<file path="src/rtl/regfile_pkg.sv">
// Shared definitions for the operand-fetch slice: parameter defaults and the
// fetch-stage FSM encoding.
package regfile_pkg;

    localparam int unsigned DATA_W_DEF   = 32;
    localparam int unsigned ADDR_W_DEF   = 5;
    localparam bit          ZERO_REG_DEF = 1'b1;

    typedef enum logic {
        ST_INIT,
        ST_RUN
    } fetch_state_t;

endpackage

</file>
<file path="src/rtl/regfile_operand_fetch_if.sv">
// Decode, execute, writeback and register-file signals of the operand-fetch
// stage. slave is the stage itself; master is its surroundings.
interface regfile_operand_fetch_if
    import regfile_pkg::*;
#(
    parameter int unsigned DATA_W = DATA_W_DEF,
    parameter int unsigned ADDR_W = ADDR_W_DEF
);

    logic              in_valid;
    logic              in_ready;
    logic [ADDR_W-1:0] in_rs1;
    logic [ADDR_W-1:0] in_rs2;
    logic [ADDR_W-1:0] in_rd;
    logic              in_rd_en;

    logic              out_valid;
    logic              out_ready;
    logic [DATA_W-1:0] out_op_a;
    logic [DATA_W-1:0] out_op_b;
    logic [ADDR_W-1:0] out_rd;
    logic              out_rd_en;

    logic              wb_valid;
    logic [ADDR_W-1:0] wb_rd;
    logic [DATA_W-1:0] wb_data;

    logic              rf_we;
    logic [ADDR_W-1:0] rf_waddr;
    logic [DATA_W-1:0] rf_wdata;
    logic [ADDR_W-1:0] rf_raddr_a;
    logic [ADDR_W-1:0] rf_raddr_b;
    logic [DATA_W-1:0] rf_rdata_a;
    logic [DATA_W-1:0] rf_rdata_b;

    logic              init_done;

    modport slave (
        input  in_valid, in_rs1, in_rs2, in_rd, in_rd_en,
        output in_ready,
        output out_valid, out_op_a, out_op_b, out_rd, out_rd_en,
        input  out_ready,
        input  wb_valid, wb_rd, wb_data,
        output rf_we, rf_waddr, rf_wdata, rf_raddr_a, rf_raddr_b,
        input  rf_rdata_a, rf_rdata_b,
        output init_done
    );

    modport master (
        output in_valid, in_rs1, in_rs2, in_rd, in_rd_en,
        input  in_ready,
        input  out_valid, out_op_a, out_op_b, out_rd, out_rd_en,
        output out_ready,
        output wb_valid, wb_rd, wb_data,
        input  rf_we, rf_waddr, rf_wdata, rf_raddr_a, rf_raddr_b,
        output rf_rdata_a, rf_rdata_b,
        input  init_done
    );

endinterface

</file>
<file path="src/rtl/regfile_scoreboard.sv">
// One busy bit per register: set when a writer issues, cleared on writeback.
// A set and a clear of the same index in one cycle leaves the bit set.
module regfile_scoreboard #(
    parameter int unsigned ADDR_W = 5
) (
    input  logic              clk,
    input  logic              sync_clr,
    input  logic              set_en,
    input  logic [ADDR_W-1:0] set_idx,
    input  logic              clr_en,
    input  logic [ADDR_W-1:0] clr_idx,
    input  logic [ADDR_W-1:0] src_a_idx,
    input  logic [ADDR_W-1:0] src_b_idx,
    input  logic [ADDR_W-1:0] dst_idx,
    output logic              src_a_busy,
    output logic              src_b_busy,
    output logic              dst_busy
);

    localparam int unsigned NREG = 2 ** ADDR_W;

    logic [NREG-1:0] busy_q;
    logic [NREG-1:0] busy_nxt;

    // Clear applied first so a coincident set overrides it.
    always_comb begin
        busy_nxt = busy_q;
        if (clr_en) busy_nxt[clr_idx] = 1'b0;
        if (set_en) busy_nxt[set_idx] = 1'b1;
    end

    always_ff @(posedge clk) begin
        if (sync_clr) busy_q <= '0;
        else          busy_q <= busy_nxt;
    end

    assign src_a_busy = busy_q[src_a_idx];
    assign src_b_busy = busy_q[src_b_idx];
    assign dst_busy   = busy_q[dst_idx];

endmodule

</file>
<file path="src/rtl/regfile_operand_fetch.sv">
// Operand-fetch stage in front of the 2R1W register file: clears the file
// after reset, then issues instructions with scoreboard stalls and wb bypass.
module regfile_operand_fetch
    import regfile_pkg::*;
#(
    parameter int unsigned DATA_W   = DATA_W_DEF,
    parameter int unsigned ADDR_W   = ADDR_W_DEF,
    parameter bit          ZERO_REG = ZERO_REG_DEF
) (
    input  logic                    clk,
    input  logic                    rst,
    regfile_operand_fetch_if.slave  bus
);

    localparam logic [ADDR_W-1:0] LAST_ADDR = '1;

    fetch_state_t      state_q, state_nxt;
    logic [ADDR_W-1:0] sweep_q;

    logic              out_valid_q;
    logic [DATA_W-1:0] op_a_q, op_b_q;
    logic [ADDR_W-1:0] rd_q;
    logic              rd_en_q;

    logic rs1_zero, rs2_zero, rd_zero, wb_zero;
    logic wb_hit_a, wb_hit_b, wb_hit_d;
    logic busy_a, busy_b, busy_d;
    logic haz_a, haz_b, haz_waw;
    logic running, in_ready, accept;
    logic [DATA_W-1:0] op_a_sel, op_b_sel;

    assign running  = (state_q == ST_RUN);

    assign rs1_zero = ZERO_REG && (bus.in_rs1 == '0);
    assign rs2_zero = ZERO_REG && (bus.in_rs2 == '0);
    assign rd_zero  = ZERO_REG && (bus.in_rd  == '0);
    assign wb_zero  = ZERO_REG && (bus.wb_rd  == '0);

    assign wb_hit_a = bus.wb_valid && (bus.wb_rd == bus.in_rs1);
    assign wb_hit_b = bus.wb_valid && (bus.wb_rd == bus.in_rs2);
    assign wb_hit_d = bus.wb_valid && (bus.wb_rd == bus.in_rd);

    regfile_scoreboard #(
        .ADDR_W (ADDR_W)
    ) u_scoreboard (
        .clk        (clk),
        .sync_clr   (rst),
        .set_en     (accept && bus.in_rd_en && !rd_zero),
        .set_idx    (bus.in_rd),
        .clr_en     (running && bus.wb_valid),
        .clr_idx    (bus.wb_rd),
        .src_a_idx  (bus.in_rs1),
        .src_b_idx  (bus.in_rs2),
        .dst_idx    (bus.in_rd),
        .src_a_busy (busy_a),
        .src_b_busy (busy_b),
        .dst_busy   (busy_d)
    );

    // A writeback arriving this cycle resolves the hazard it was blocking.
    assign haz_a   = busy_a && !wb_hit_a && !rs1_zero;
    assign haz_b   = busy_b && !wb_hit_b && !rs2_zero;
    assign haz_waw = bus.in_rd_en && busy_d && !wb_hit_d;

    assign in_ready = !rst && running && !(haz_a || haz_b || haz_waw)
                      && (!out_valid_q || bus.out_ready);
    assign accept   = bus.in_valid && in_ready;

    always_comb begin
        state_nxt = state_q;
        if (state_q == ST_INIT && sweep_q == LAST_ADDR) state_nxt = ST_RUN;
    end

    always_ff @(posedge clk) begin
        if (rst) begin
            state_q <= ST_INIT;
            sweep_q <= '0;
        end else begin
            state_q <= state_nxt;
            if (state_q == ST_INIT) sweep_q <= sweep_q + 1'b1;
        end
    end

    always_comb begin
        op_a_sel = bus.rf_rdata_a;
        op_b_sel = bus.rf_rdata_b;
        if (rs1_zero)      op_a_sel = '0;
        else if (wb_hit_a) op_a_sel = bus.wb_data;
        if (rs2_zero)      op_b_sel = '0;
        else if (wb_hit_b) op_b_sel = bus.wb_data;
    end

    always_ff @(posedge clk) begin
        if (rst) begin
            out_valid_q <= 1'b0;
            op_a_q      <= '0;
            op_b_q      <= '0;
            rd_q        <= '0;
            rd_en_q     <= 1'b0;
        end else if (accept) begin
            out_valid_q <= 1'b1;
            op_a_q      <= op_a_sel;
            op_b_q      <= op_b_sel;
            rd_q        <= bus.in_rd;
            rd_en_q     <= bus.in_rd_en;
        end else if (bus.out_ready) begin
            out_valid_q <= 1'b0;
        end
    end

    // Register-file write port: clear sweep in INIT, writeback in RUN.
    always_comb begin
        bus.rf_we    = 1'b0;
        bus.rf_waddr = bus.wb_rd;
        bus.rf_wdata = bus.wb_data;
        if (!rst) begin
            if (state_q == ST_INIT) begin
                bus.rf_we    = 1'b1;
                bus.rf_waddr = sweep_q;
                bus.rf_wdata = '0;
            end else begin
                bus.rf_we    = bus.wb_valid && !wb_zero;
            end
        end
    end

    assign bus.rf_raddr_a = bus.in_rs1;
    assign bus.rf_raddr_b = bus.in_rs2;

    assign bus.in_ready   = in_ready;
    assign bus.out_valid  = out_valid_q;
    assign bus.out_op_a   = op_a_q;
    assign bus.out_op_b   = op_b_q;
    assign bus.out_rd     = rd_q;
    assign bus.out_rd_en  = rd_en_q;
    assign bus.init_done  = running;

endmodule
</file>
<file path="src/flat_wrapper.sv">
// flat-port wrapper written by rule: the top's interface ports become plain ports
module regfile_operand_fetch_flat import regfile_pkg::*;
#(
    parameter int unsigned DATA_W   = DATA_W_DEF,
    parameter int unsigned ADDR_W   = ADDR_W_DEF,
    parameter bit          ZERO_REG = ZERO_REG_DEF
)
  (clk, rst, bus_in_valid, bus_in_rs1, bus_in_rs2, bus_in_rd, bus_in_rd_en, bus_in_ready, bus_out_valid, bus_out_op_a, bus_out_op_b, bus_out_rd, bus_out_rd_en, bus_out_ready, bus_wb_valid, bus_wb_rd, bus_wb_data, bus_rf_we, bus_rf_waddr, bus_rf_wdata, bus_rf_raddr_a, bus_rf_raddr_b, bus_rf_rdata_a, bus_rf_rdata_b, bus_init_done);
  regfile_operand_fetch_if #(.DATA_W(DATA_W), .ADDR_W(ADDR_W)) bus_i ();
  input  logic clk;
  input  logic rst;
  input wire logic [$bits(bus_i.in_valid)-1:0] bus_in_valid;
  input wire logic [$bits(bus_i.in_rs1)-1:0] bus_in_rs1;
  input wire logic [$bits(bus_i.in_rs2)-1:0] bus_in_rs2;
  input wire logic [$bits(bus_i.in_rd)-1:0] bus_in_rd;
  input wire logic [$bits(bus_i.in_rd_en)-1:0] bus_in_rd_en;
  output wire logic [$bits(bus_i.in_ready)-1:0] bus_in_ready;
  output wire logic [$bits(bus_i.out_valid)-1:0] bus_out_valid;
  output wire logic [$bits(bus_i.out_op_a)-1:0] bus_out_op_a;
  output wire logic [$bits(bus_i.out_op_b)-1:0] bus_out_op_b;
  output wire logic [$bits(bus_i.out_rd)-1:0] bus_out_rd;
  output wire logic [$bits(bus_i.out_rd_en)-1:0] bus_out_rd_en;
  input wire logic [$bits(bus_i.out_ready)-1:0] bus_out_ready;
  input wire logic [$bits(bus_i.wb_valid)-1:0] bus_wb_valid;
  input wire logic [$bits(bus_i.wb_rd)-1:0] bus_wb_rd;
  input wire logic [$bits(bus_i.wb_data)-1:0] bus_wb_data;
  output wire logic [$bits(bus_i.rf_we)-1:0] bus_rf_we;
  output wire logic [$bits(bus_i.rf_waddr)-1:0] bus_rf_waddr;
  output wire logic [$bits(bus_i.rf_wdata)-1:0] bus_rf_wdata;
  output wire logic [$bits(bus_i.rf_raddr_a)-1:0] bus_rf_raddr_a;
  output wire logic [$bits(bus_i.rf_raddr_b)-1:0] bus_rf_raddr_b;
  input wire logic [$bits(bus_i.rf_rdata_a)-1:0] bus_rf_rdata_a;
  input wire logic [$bits(bus_i.rf_rdata_b)-1:0] bus_rf_rdata_b;
  output wire logic [$bits(bus_i.init_done)-1:0] bus_init_done;
  assign bus_i.in_valid = bus_in_valid;
  assign bus_i.in_rs1 = bus_in_rs1;
  assign bus_i.in_rs2 = bus_in_rs2;
  assign bus_i.in_rd = bus_in_rd;
  assign bus_i.in_rd_en = bus_in_rd_en;
  assign bus_in_ready = bus_i.in_ready;
  assign bus_out_valid = bus_i.out_valid;
  assign bus_out_op_a = bus_i.out_op_a;
  assign bus_out_op_b = bus_i.out_op_b;
  assign bus_out_rd = bus_i.out_rd;
  assign bus_out_rd_en = bus_i.out_rd_en;
  assign bus_i.out_ready = bus_out_ready;
  assign bus_i.wb_valid = bus_wb_valid;
  assign bus_i.wb_rd = bus_wb_rd;
  assign bus_i.wb_data = bus_wb_data;
  assign bus_rf_we = bus_i.rf_we;
  assign bus_rf_waddr = bus_i.rf_waddr;
  assign bus_rf_wdata = bus_i.rf_wdata;
  assign bus_rf_raddr_a = bus_i.rf_raddr_a;
  assign bus_rf_raddr_b = bus_i.rf_raddr_b;
  assign bus_i.rf_rdata_a = bus_rf_rdata_a;
  assign bus_i.rf_rdata_b = bus_rf_rdata_b;
  assign bus_init_done = bus_i.init_done;
  regfile_operand_fetch #(.DATA_W(DATA_W), .ADDR_W(ADDR_W), .ZERO_REG(ZERO_REG)) u_core (.clk(clk), .rst(rst), .bus(bus_i));
endmodule
</file>
<file path="config.mk">
export PLATFORM = sky130hd
export DESIGN_NAME = regfile_operand_fetch_flat
export DESIGN_NICKNAME = d
export VERILOG_FILES = /design/src/rtl/regfile_pkg.sv /design/src/rtl/regfile_operand_fetch_if.sv /design/src/rtl/regfile_scoreboard.sv /design/src/rtl/regfile_operand_fetch.sv /design/src/flat_wrapper.sv
export SDC_FILE = /design/constraint.sdc
export NUM_CORES = 1
export LEC_CHECK = 0
export ABC_CLOCK_PERIOD_IN_PS = 2700
export BUFFER_PORTS_ARGS = -buffer_cell sky130_fd_sc_hd__buf_2
export CAP_MARGIN = 20
export CORE_MARGIN = 8
export CORE_UTILIZATION = 47
export DETAILED_ROUTE_END_ITERATION = 8
export PLACE_DENSITY = 0.78
export SYNTH_ARGS = -nofsm -noshare
export SYNTH_HDL_FRONTEND = slang
export SYNTH_HIERARCHICAL = 1
export SYNTH_SLANG_ARGS = --single-unit
</file>
<file path="constraint.sdc">
create_clock -name clk -period 2.7 [get_ports clk]
set_input_delay 0.135 -clock clk [delete_from_list [all_inputs] [get_ports clk]]
set_output_delay 0.135 -clock clk [all_outputs]
set_load 0.03 [all_outputs]
</file>
# After elaboration in Yosys (flattened, before gate mapping)
# Index checks and enable logic that the tools add are counted.
# totals
ramBits,0
n_memories,0
inputBits,122
reg_bits,109
output_inout_bits,121
rom_bits,0
latch_bits,0
# classes
div_mod_pow,0
n_addsub,1
bitwise_logic,4
n_shift,0
n_reduce_logical,38
eq_ne,4
mux,24
multipliers,0
magnitude_cmp,6
# op_table
cell,n
$mux 32,8
$and 32x32->32,1
$not 32->32,1
$or 32x32->32,1
$lt 5x6->1 const B,4
$logic_and 1x1->1,20
$logic_not 5->1,4
$bmux 1 s5,3
$eq 5x5->1,3
$demux 1 s5,2
$ge 5x1->1 const B,2
$logic_not 1->1,10
$mux 5,2
$mux 1,9
$add 5x1->5 const B,1
$eq 5x5->1 const B,1
$logic_or 1x1->1,3
$reduce_bool 2->1,1
$not 1->1,1

# Logic depth before layout (Yosys ltp)
# depth
depth_word,14
mapped_depth,17
ltp_nobuf,13

# Cells and area by module
# Netlist, hierarchy kept.
# modules_own_cells
mod,instances,cells_per_inst,area_per_inst_um2,seq_area_each_um2
regfile_operand_fetch,1,581,5048.6,1541.5
regfile_scoreboard,1,285,2260.9,640.6

# Worst setup path before layout
# No wires, ideal clock.
# synth_timing
path_kind,in2reg
start,input bus_in_rs2[1]
end,register u_core.u_scoreboard.busy_q[10]
arrival_time_ns,2.707
setup_slack_ns,-0.078
t_required_ns,2.630
setup_time_ns,0.070
cell_stages,17
path_buffers,5
cell_sequence,buf_6 buf_12 mux2i_1 a22oi_1 nand3_1 nand2_1 a311o_1 o21ai_2 a21oi_1 or4_4 buf_8 buf_12 nor2_1 and3b_1 clkbuf_1 nand2_1 a21oi_1
# synth_lines
element,line_no,text
from (decl),flat_wrapper.sv:14,input wire logic [$bits(bus_i.in_rs2)-1:0] bus_in_rs2;
$bmux 1 s5,regfile_scoreboard.sv:38,assign src_b_busy = busy_q[src_b_idx];
$mux 1 (implied by the code),regfile_scoreboard.sv:38,
net u_core.busy_b,regfile_operand_fetch.sv:27,"logic busy_a, busy_b, busy_d;"
$logic_and 1x1->1 (2 in a row),regfile_operand_fetch.sv:62,assign haz_b = busy_b && !wb_hit_b && !rs2_zero;
$logic_or 1x1->1 (2 in a row),regfile_operand_fetch.sv:65,assign in_ready = !rst && running && !(haz_a || haz_b || haz_waw)
$logic_not 1->1,regfile_operand_fetch.sv:65,
$logic_and 1x1->1,regfile_operand_fetch.sv:65,
$logic_and 1x1->1,regfile_operand_fetch.sv:66,&& (!out_valid_q || bus.out_ready);
$logic_and 1x1->1,regfile_operand_fetch.sv:67,assign accept = bus.in_valid && in_ready;
$logic_and 1x1->1 (2 in a row),regfile_operand_fetch.sv:48,".set_en (accept && bus.in_rd_en && !rd_zero),"
$mux 32,regfile_scoreboard.sv:29,if (set_en) busy_nxt[set_idx] = 1'b1;
to (signal assigned),regfile_scoreboard.sv:34,else busy_q <= busy_nxt;
to (decl),regfile_scoreboard.sv:22,logic [NREG-1:0] busy_q;
# The timed path passes the listed nets, and every way through them passes these cells. The select of a mux whose other input is x is not followed.
# A chain may end at the register's enable or synchronous reset.

# Worst setup path in the final report
# layout_timing
start,register u_core.u_scoreboard.busy_q[29]
end,register u_core.u_scoreboard.busy_q[9]
# layout_between
elab_chain_len,13
# layout_lines
element,line_no,text
$bmux 1 s5,regfile_scoreboard.sv:37,assign src_a_busy = busy_q[src_a_idx];
$mux 1 (implied by the code),regfile_scoreboard.sv:37,
net u_core.busy_a,regfile_operand_fetch.sv:27,
$logic_and 1x1->1 (2 in a row),regfile_operand_fetch.sv:61,assign haz_a = busy_a && !wb_hit_a && !rs1_zero;
$logic_or 1x1->1 (2 in a row),regfile_operand_fetch.sv:65,
$logic_not 1->1,regfile_operand_fetch.sv:65,
$logic_and 1x1->1,regfile_operand_fetch.sv:65,
$logic_and 1x1->1,regfile_operand_fetch.sv:66,
$logic_and 1x1->1,regfile_operand_fetch.sv:67,
$logic_and 1x1->1 (2 in a row),regfile_operand_fetch.sv:48,
$mux 32,regfile_scoreboard.sv:29,
# The timed path passes the listed nets, and every way through them passes these cells. The select of a mux whose other input is x is not followed.

==> key figures <==
Synthesis
  • Number of synthesized flops with an enable pin: 0
  • Yosys warns: 6
  • Async SR Flop Fraction: 0%
  • Seq/Total Area, Yosys: 29.85%
  • Syn_nets: 990
  • Cell taking the most area after synthesis: dfxtp_1
  • Post-Syn Instances: slightly below 900
  • Synth Flop Type: dfxtp_1
  • Main area contributors after synthesis: dfxtp_1 30%, mux2i_1 16%, nand2b_1 6.8%, o21ai_0 6.7%, a21boi_0 6.6%
  • FF+latch count, synth: around 110
  • Netlist Area Pre-Place: approximately 0.0073 mm2
  • Area share of the largest cell type after synthesis: 29.85%
  • Library cells used by synthesis: between 40 and 50
  • Mean area per synthesized cell: ~8.4 um2

Floorplanning
  • Core area: around 0.015 mm2
  • IO Pins: approximately 240
  • Initial Util: roughly half
  • Die Wd: about 140 um
  • Area of the die: about 0.02 mm2
  • Rows: 45
  • Die Ht: ~140 um

Setup path
  • R2R depth: 14
  • Critical path launch point type: register
  • CP endpoint kind: register
  • FF-to-FF Start: u_core/u_scoreboard/busy_q[29]
  • Kind of critical path: register to register
  • Worst path required time: between 2 and 3 ns
  • Flop2flop setup slack: between 0.08 and 0.09 ns
  • Worst-path maximum fanout: 8
  • CP arrival: 2.88 ns
  • RR Endpoint: u_core/u_scoreboard/busy_q[9]

Placement
  • Dpl hpwl: around 18 mm
  • GP Congestion: 0.9688
  • Placed cells: 1,250
  • Placement Setup Slack: -0.2033 ns
  • Post-DP Area: around 0.0085 mm2
  • IO Port Bufs: roughly 240

Clock tree
  • Root Buffer: clkbuf_16
  • TritonCTS clock tree: done
  • Htree depth: 3
  • Clock buffer depth: 2
  • CTS clock-pin slew for the worst setup and hold paths: about 0.07 ns
  • Insertion delay to the later sink of the worst-skew pair: approximately 0.35 ns
  • CTS sink cnt: about 110
  • TritonCTS buffer count: 9

Routing
  • Wire per inst: 19.72 um
  • TritonRoute pass-1 iters: 5
  • Drt drc: 0
  • Final WL: 25.00 mm
  • DR iter-0 viols: approximately 760
  • Routed via count: about 7,300
  • ANT nets after route: 0
  • Vias per cell: 5.748

Global routing
  • First-pass GRT wire length: between 30 and 40 mm
  • Vias in the first global route: roughly 7,000
  • GRT overflow: 0
  • Total track usage: a little under a quarter
  • Pin count of the biggest net entering global routing: 73
  • Initial antenna violation count: 0

Timing
  • Final min period: 2.613 ns
  • Clk_skew: roughly 0.012 ns
  • Setup tns final: 0 ns
  • Final hold violation count: 0
  • Final worst path period share: between 90% and 100%
  • Setup WS post-layout: 0.08663 ns
  • Slew @ Worst Pin: ~0.7 ns
  • Max-slew violations: 0
  • Final setup violation count: 0
  • Slew Limit Headroom: between 50 and 60%
  • Fmax: 382.6 MHz

Power
  • Sw frac: between 20% and 30%
  • Sequential Power Share: roughly 45%
  • Clock share of power: around 36%
  • P per Cell Area: approximately 410 mW/mm2
  • Leak pwr: around 0.0045 uW
  • Part of the power in combinational logic: roughly a fifth
  • P_sw: about 1000 uW
  • Cell-internal power: between 2000 and 3000 uW
  • Max VDD drop: approximately 0.00032 V

Min path
  • Hold Crit Depth: 3
  • Min-delay src: bus_in_rd_en
  • Hold WC Path Type: input pin to register
  • Worst-case hold path end point: u_core/bus.out_rd_en

Flow run
  • Max Cap Viol: 0

Layout
  • Synth-to-Final Area Change: 21.17%
  • Fraction of layout cells with a size suffix above 1: 29.63%
  • Final core utilization: 58.26%
  • Fillers: between 1,000 and 1,500
  • N_diodes: 0
  • Fin nets: approximately 1,200
  • Final std cells w/o fill: 1,268
  • Post-route cell area: between 0.008 and 0.009 mm2

Status
  • Run status: complete, no violations
==> critical path: stages, from the launching register on <==
cell     delay (ns)
dfxtp_1        0.38
mux2i_1        0.16
a22oi_1        0.09
nand3_1        0.10
nand2_1        0.05
a311o_1        0.35
o21ai_2        0.08
a21oi_2        0.06
or4_4          0.57
nor2_4         0.13
nand2_1        0.08
nor2_2         0.08
buf_4          0.18
nand2_1        0.07
a21oi_1        0.17
==> how the worst max path moves through the flow <==
stage	cells after the start	start	slack, ns	to
after floorplan	17	bus_in_rs2[1]	0.01	u_core/u_scoreboard/busy_q[10]
after global placement	13	bus_in_rs1[1]	-0.16	u_core/u_scoreboard/busy_q[8]
after detailed placement	12	bus_in_rs1[1]	-0.20	u_core/u_scoreboard/busy_q[8]
after CTS	12	u_core/u_scoreboard/busy_q[19]	0.05	u_core/u_scoreboard/busy_q[8]
after global routing	13	u_core/u_scoreboard/busy_q[29]	-0.01	u_core/u_scoreboard/busy_q[24]
final	14	u_core/u_scoreboard/busy_q[29]	0.09	u_core/u_scoreboard/busy_q[9]
==> power groups by stage <==
stage	clock network, uW	logic, uW	registers, uW
detailed placement	0	677	1650
floorplan	0	419	1650
finish	1310	690	1610
global route	1390	740	1610
global placement	0	669	1650
CTS	1340	678	1610
==> cells by family after synthesis <==
kind of cell             after synthesis  share of synthesized area [%]
AND/OR/NAND/NOR                      306                          24.58
AO/OA/AOI/OAI                        228                          18.59
multiplexers                         125                          17.20
flip-flops                           109                          29.85
buffers and inverters                 78                          7.275
XOR/XNOR                              18                          2.157
adder cells (fa/ha/maj)                2                         0.3423
==> area by class of cell <==
cell class                 count  area [um2]  area share [%]
multi-input combinational    679        4658           52.59
sequential                   109        2185           24.66
timing repair buffer         276        1489           16.81
clock buffer                  14       274.0           3.094
tap                          188       235.2           2.656
clock inverter                 2       16.27          0.1836
==> routing by layer <==
metal  vias up  track usage, %  routed length [um]
li1       3471               -                   -
met1      3381           28.49               10080
met2       378           39.40               11870
met3        58           6.077                2226
met4         0           10.80                 817
met5         -               0                   0
==> registers in the layout, indices dropped and copies added, names as in the netlist <==
| register | count |
|---|---|
| u_core/bus.out_rd_en | 1 |
| u_core/bus.out_op_a | 32 |
| u_core/bus.init_done | 1 |
| u_core/bus.out_valid | 1 |
| u_core/u_scoreboard/busy_q | 32 |
| u_core/bus.out_rd | 5 |
| u_core/sweep_q | 5 |
| u_core/bus.out_op_b | 32 |
==> cell usage in the layout, fill, tap and decap left out, types with 12 or more instances in the layout <==
cell and n:
buf_2 242, mux2i_1 120, dfxtp_1 107, o21ai_0 98, nand2b_1 80, and3_1 67, a21boi_0 64, nand2_1 55
a21oi_1 39, nor2b_1 36, buf_4 30, nor2_1 15, xor2_1 14, a22oi_1 12
==> repair_timing <==
item,4_1_cts,5_1_grt
endpoints found under the setup margin,0,50
resized for setup,0,13
hold buffers,0,0
buffers inserted,0,1
==> synthesized netlist by cell type, drive strengths merged, types with 6 or more instances <==
cell type,n
mux2i,120
dfxtp,109
o21ai,100
nand2b,80
and3,67
a21boi,64
nand2,55
clkbuf,50
a21oi,45
nor2b,36
buf,28
nor2,20
xor2,14
a22oi,12
nand3,8
and2,6
nand3b,6
==> metrics by stage <==
stage,hold WS (ns),power [uW]
after CTS,0.09186,3631
after floorplan,0.2041,2070
after detailed placement,0.4625,2329
after global placement,0.4578,2321
after global routing,0.1359,3747
final,0.1068,3617
Note: power is estimated with default switching activity, not from simulation.
